`src/rtl/reg_line_window_if.sv`:
```
// rtl/reg_line_window_if.sv - line-in / window-out handshake bundle for reg_line_window
interface reg_line_window_if #(
    parameter int SAMPLE_W    = 8,
    parameter int N_SAMPLES   = 9,
    parameter int TAPS        = 8,
    parameter int BLOCK_LINES = 15
) ();
    localparam int LW    = N_SAMPLES * SAMPLE_W;
    localparam int IDX_W = ($clog2(BLOCK_LINES - TAPS + 1) > 1) ? $clog2(BLOCK_LINES - TAPS + 1) : 1;

    logic                 IN_VALID;
    logic                 IN_READY;
    logic [LW-1:0]        DATA_IN;
    logic                 OUT_VALID;
    logic                 OUT_READY;
    logic [TAPS*LW-1:0]   WINDOW_OUT;
    logic [IDX_W-1:0]     WIN_IDX;
    logic                 BLOCK_LAST;

    modport master (
        output IN_VALID, DATA_IN, OUT_READY,
        input  IN_READY, OUT_VALID, WINDOW_OUT, WIN_IDX, BLOCK_LAST
    );

    modport slave (
        input  IN_VALID, DATA_IN, OUT_READY,
        output IN_READY, OUT_VALID, WINDOW_OUT, WIN_IDX, BLOCK_LAST
    );
endinterface

```
`src/rtl/reg_line_window.sv`:
```
// rtl/reg_line_window.sv - TAPS-line vertical filter window with block-aligned tagging
module reg_line_window #(
    parameter int SAMPLE_W    = 8,
    parameter int N_SAMPLES   = 9,
    parameter int TAPS        = 8,
    parameter int BLOCK_LINES = 15
) (
    input  logic             CLK,
    input  logic             RST_SYNC,
    input  logic             CLEAR,
    reg_line_window_if.slave bus
);
    localparam int LW     = N_SAMPLES * SAMPLE_W;
    localparam int WW     = TAPS * LW;
    localparam int IDX_W  = ($clog2(BLOCK_LINES - TAPS + 1) > 1) ? $clog2(BLOCK_LINES - TAPS + 1) : 1;
    localparam int BCNT_W = (BLOCK_LINES > 1) ? $clog2(BLOCK_LINES) : 1;
    localparam int FCNT_W = $clog2(TAPS + 1);

    localparam logic [BCNT_W-1:0] BCNT_LAST = BCNT_W'(BLOCK_LINES - 1);
    localparam logic [BCNT_W-1:0] TAPS_M1   = BCNT_W'(TAPS - 1);
    localparam logic [FCNT_W-1:0] FCNT_FULL = FCNT_W'(TAPS);
    localparam logic [FCNT_W-1:0] FCNT_FIRE = FCNT_W'(TAPS - 1);

    logic [WW-1:0]     win_q;
    logic [FCNT_W-1:0] fcnt_q;
    logic [BCNT_W-1:0] bcnt_q;
    logic              pend_q;
    logic [IDX_W-1:0]  idx_q;
    logic              last_q;

    logic              in_ready;
    logic              accept;
    logic              block_end;
    logic              fire;
    logic [BCNT_W-1:0] idx_full;

    // A held window blocks the shift unless it is being consumed this same cycle.
    always_comb begin
        in_ready  = !CLEAR && (!pend_q || bus.OUT_READY);
        accept    = bus.IN_VALID && in_ready;
        block_end = (bcnt_q == BCNT_LAST);
        fire      = accept && (fcnt_q >= FCNT_FIRE);
        idx_full  = bcnt_q - TAPS_M1;
    end

    always_ff @(posedge CLK) begin
        if (RST_SYNC || CLEAR) begin
            win_q  <= '0;
            fcnt_q <= '0;
            bcnt_q <= '0;
            pend_q <= 1'b0;
            idx_q  <= '0;
            last_q <= 1'b0;
        end else begin
            if (accept) begin
                win_q  <= {bus.DATA_IN, win_q[WW-1:LW]};
                bcnt_q <= block_end ? '0 : bcnt_q + 1'b1;
                if (block_end)
                    fcnt_q <= '0;
                else if (fcnt_q != FCNT_FULL)
                    fcnt_q <= fcnt_q + 1'b1;
            end
            // Tags are captured only when a window fires so they stay frozen under backpressure.
            if (fire) begin
                pend_q <= 1'b1;
                idx_q  <= idx_full[IDX_W-1:0];
                last_q <= block_end;
            end else if (pend_q && bus.OUT_READY) begin
                pend_q <= 1'b0;
            end
        end
    end

    assign bus.IN_READY   = in_ready;
    assign bus.OUT_VALID  = pend_q;
    assign bus.WINDOW_OUT = win_q;
    assign bus.WIN_IDX    = idx_q;
    assign bus.BLOCK_LAST = last_q;
endmodule

```
`src/flat_wrapper.sv`:
```
// flat-port wrapper written by rule: the top's interface ports become plain ports
module reg_line_window_flat 
#(
    parameter int SAMPLE_W    = 8,
    parameter int N_SAMPLES   = 9,
    parameter int TAPS        = 8,
    parameter int BLOCK_LINES = 15
)
  (CLK, RST_SYNC, CLEAR, bus_IN_VALID, bus_DATA_IN, bus_OUT_READY, bus_IN_READY, bus_OUT_VALID, bus_WINDOW_OUT, bus_WIN_IDX, bus_BLOCK_LAST);
  reg_line_window_if #(.SAMPLE_W(SAMPLE_W), .N_SAMPLES(N_SAMPLES), .TAPS(TAPS), .BLOCK_LINES(BLOCK_LINES)) bus_i ();
  input  logic CLK;
  input  logic RST_SYNC;
  input  logic CLEAR;
  input wire logic [$bits(bus_i.IN_VALID)-1:0] bus_IN_VALID;
  input wire logic [$bits(bus_i.DATA_IN)-1:0] bus_DATA_IN;
  input wire logic [$bits(bus_i.OUT_READY)-1:0] bus_OUT_READY;
  output wire logic [$bits(bus_i.IN_READY)-1:0] bus_IN_READY;
  output wire logic [$bits(bus_i.OUT_VALID)-1:0] bus_OUT_VALID;
  output wire logic [$bits(bus_i.WINDOW_OUT)-1:0] bus_WINDOW_OUT;
  output wire logic [$bits(bus_i.WIN_IDX)-1:0] bus_WIN_IDX;
  output wire logic [$bits(bus_i.BLOCK_LAST)-1:0] bus_BLOCK_LAST;
  assign bus_i.IN_VALID = bus_IN_VALID;
  assign bus_i.DATA_IN = bus_DATA_IN;
  assign bus_i.OUT_READY = bus_OUT_READY;
  assign bus_IN_READY = bus_i.IN_READY;
  assign bus_OUT_VALID = bus_i.OUT_VALID;
  assign bus_WINDOW_OUT = bus_i.WINDOW_OUT;
  assign bus_WIN_IDX = bus_i.WIN_IDX;
  assign bus_BLOCK_LAST = bus_i.BLOCK_LAST;
  reg_line_window #(.SAMPLE_W(SAMPLE_W), .N_SAMPLES(N_SAMPLES), .TAPS(TAPS), .BLOCK_LINES(BLOCK_LINES)) u_core (.CLK(CLK), .RST_SYNC(RST_SYNC), .CLEAR(CLEAR), .bus(bus_i));
endmodule
```
`config.mk`:
```
export PLATFORM = sky130hd
export DESIGN_NAME = reg_line_window_flat
export DESIGN_NICKNAME = d
export VERILOG_FILES = /design/src/rtl/reg_line_window_if.sv /design/src/rtl/reg_line_window.sv /design/src/flat_wrapper.sv
export SDC_FILE = /design/constraint.sdc
export NUM_CORES = 1
export LEC_CHECK = 0
export CORE_AREA = 2 2 255 257
export CTS_BUF_LIST = sky130_fd_sc_hd__clkbuf_16
export CTS_CLUSTER_SIZE = 8
export DETAILED_ROUTE_END_ITERATION = 10
export DIE_AREA = 0 0 257 259
export GPL_ROUTABILITY_DRIVEN = 1
export MAX_ROUTING_LAYER = met4
export PLACE_DENSITY = 0.74
export SYNTH_ARGS = -nofsm -noshare
export SYNTH_HDL_FRONTEND = slang
export SYNTH_SLANG_ARGS = --single-unit
```
`constraint.sdc`:
```
create_clock -name CLK -period 2 [get_ports CLK]
set_input_delay 0.2 -clock CLK [delete_from_list [all_inputs] [get_ports CLK]]
set_output_delay 0.2 -clock CLK [all_outputs]
set_load 0.005 [all_outputs]
```
==> out/metrics.cfg <==
[final_layout]
nNetsFinal = 3376
drive_gt1_share_pct = 8.20
post-route-cell-area_sq_mm = 0.0330
synthToLayoutAreaGrowth_pct = 49.0

[yosys]
syn-instance-count = 2705
synth_top_area_share_pct = 53.2
synth_area_leaders = dfxtp_1 53%, a21oi_1 13%, nand3_1 13%, o21ai_1 11%, clkbuf_1 4.3%
seq_area_frac_synth_pct = 53.2
synth_nets = 2786
synth_cell_types = 37
yosysTopAreaCell = dfxtp_1
syn_area_sq_mm = 0.0221
yosys_warnings = 0
synth_seq_cells = 589
synth.avg_cell_area_sq_um = 8.19

[worst_setup_path]
arrival_ps = 1740
startpoint_type = register
ff2ff_path_depth = 5
cpLargestDelayFamily = buffers and inverters
crit_cells = 1
rr_endpoint = u_core.fcnt_q[2]
slowest_delay_ps = 590
required_ps = 1800
crit_buf_inv = 1
critPathLaunch = u_core.bus.WINDOW_OUT[358]
slowest_stage = clkdlybuf4s50_1
cp-end-kind = output pin
r2r_slack_ps = 260
path_cells = clkdlybuf4s50_1
endpoint = bus_WINDOW_OUT[358]
r2r_start = u_core.bcnt_q[0]
path_class = register to output pin
crit_path_max_fanout = 3

[timing]
post-route-period-util_pct = 97.1
hold_viol_final = 0
setup_viol_count_final = 0
tightest_slew_ps = 419
fmax_ghz = 0.515
rsz0062_at_grt = false
fin_ws_ps = 57.5
setup_tns_ps = 0
slew_headroom_pct = 72.0
finalCriticalPeriod_ps = 1940
slew_violations = 0
finClkSkew_ps = 20.3

[grt]
grt_first_pass_wirelength_microns = 128000
gr-usage-met3_pct = 4.86
antenna_found_initial = 1
grt_max_degree = 71
overflow = 0
met2_usage_pct = 35.7
grt_usage_pct = 24.7
use_met1_pct = 33.2
grt_pass1_vias = 21314
top_usage_layer = met2

[clocking]
post-cts-setup-buffers = 0
cts_max_level = 3
cts.sinks = 589
cts_inserted_buffers = 84
clock_latency_ps = 610
cts_root_buffer = clkbuf_16
clock_path_buffers = 3
path_clk_slew_ps = 50
tritoncts = yes

[place]
routabilityCongestion = 0.897
dp_hpwl_microns = 59900
postPlaceCellArea_sq_mm = 0.0307
io_buffers = 658
preCtsSetupSlack_ps = 45.1

[job]
max_cap_violations = 0

[route]
wire_per_inst_microns = 20.2
ant_nets = 0
drtIter0Drc = 2433
drtPass1Iterations = 6
vias = 23116
wl_microns = 84200
drc = 0
vias_per_cell = 5.56

[floorplanning]
initial_core_util_pct = 34.7
die_w_microns = 257
die-height_microns = 259
core_sq_mm = 0.0639
io_pins = 659
rows = 93
dieArea_sq_mm = 0.0666

[pwr]
powerDensity_mw_per_mm2 = 779
p_leak_nw = 10.3
ir_drop_v = 0.000742

[min_path]
hold_class = primary input to register
min_path_cells = 3

[run_status]
status = completed

==> synth_stat cells (all sizes together) <==
master	n
a211oi	1
ha	4
or4	2
xnor2	1
nand2b	3
inv	4
and3b	1
o2111a	1
o22ai	1
o211ai	1
nand2	3
dfxtp	589
a21oi	582
o41ai	1
o32ai	1
clkbuf	254
o21ai	578
nand3	577
buf	72
nor3	2
nor2	4
nor3b	1
o31ai	2
or2	1
a21o	1
a32o	1
o311ai	1
a311oi	3
nand4	3
a31oi	5
nor2b	2
and3	3
==> state kept, by name, indices dropped and copies added, names as in the netlist <==
signal,cells
u_core.bus.WIN_IDX,3
u_core.bus.BLOCK_LAST,1
u_core.bcnt_q,4
u_core.bus.OUT_VALID,1
u_core.fcnt_q,4
u_core.bus.WINDOW_OUT,576
==> layout make-up <==
type	count	area, sq um
sequential	589	11800
fill	5843	30900
timing repair buffer	830	8780
inverter	4	15.0
multi-input combinational	1786	9090
tap	855	1070
clock inverter	10	133
antenna	1	2.50
clock buffer	85	2130
==> cells in the final DEF, fill, tap and decap left out, types with 2 or more instances in the layout <==
cell               n
and3_1             3
nand4_1            3
clkdlybuf4s50_1  657
nand2b_4           2
a21oi_1          582
buf_12            72
nor3_1             2
clkinv_16          2
ha_1               4
a311oi_1           3
nand3_1          577
nor2b_4            2
inv_16             2
clkbuf_16         85
o31ai_1            2
buf_4            100
o21ai_1          491
inv_1              7
nor2_1             4
nand2_1            3
o21ai_0           87
a31oi_1            5
dfxtp_1          589
==> routing by layer <==
layer	vias to the layer above	routed length, microns
li1	10922	-
met2	1024	37000
met1	10980	37200
met3	190	6090
met4	0	3870
met5	-	0
==> report_power, final <==
part | total, mW | switching (mW) | internal (mW)
clock | 12.6 | 5.12 | 7.51
combinational | 1.23 | 0.725 | 0.501
sequential | 11.8 | 0.0340 | 11.8
total | 25.7 | 5.88 | 19.8
==> cell families after synthesis <==
family	after synthesis	synth area share, %
flops	589	53.2
compound gates	1179	26.9
fa+ha+maj	4	0.226
xor+xnor	1	0.0396
buf+inv	330	5.84
simple gates	602	13.7
==> stage by stage <==
| stage | total power, mW | cells | hold slack (ps) | utilization, % |
|---|---|---|---|---|
| 5_1_grt | 26.4 | 4160 | 142 | 51.7 |
| 6_report | 25.7 | 4160 | 144 | 51.7 |
| 2_1_floorplan | 12.6 | 2705 | 348 | - |
| 3_5_place_dp | 13.3 | 4064 | 468 | 48.1 |
| 4_1_cts | 25.9 | 4159 | 98.5 | 51.7 |
| 3_3_place_gp | 13.3 | 4064 | 463 | 48.1 |
==> worst min path at each step <==
stage / startpoint / to / slack (ps)
final: bus_DATA_IN[31] / u_core.bus.WINDOW_OUT[535] / 140
after global routing: bus_DATA_IN[61] / u_core.bus.WINDOW_OUT[565] / 140
after CTS: bus_DATA_IN[61] / u_core.bus.WINDOW_OUT[565] / 100
after detailed placement: u_core.bus.WINDOW_OUT[208] / u_core.bus.WINDOW_OUT[136] / 470
after global placement: u_core.bus.WINDOW_OUT[224] / u_core.bus.WINDOW_OUT[152] / 460
after floorplan: bus_DATA_IN[0] / u_core.bus.WINDOW_OUT[504] / 350
==> what timing repair did <==
action / CTS / global route
resized for setup: 1 / 0
hold buffers: 0 / 0
endpoints found under the setup margin: 1 / 0
No activity file was read; power rests on OpenSTA's default activity.
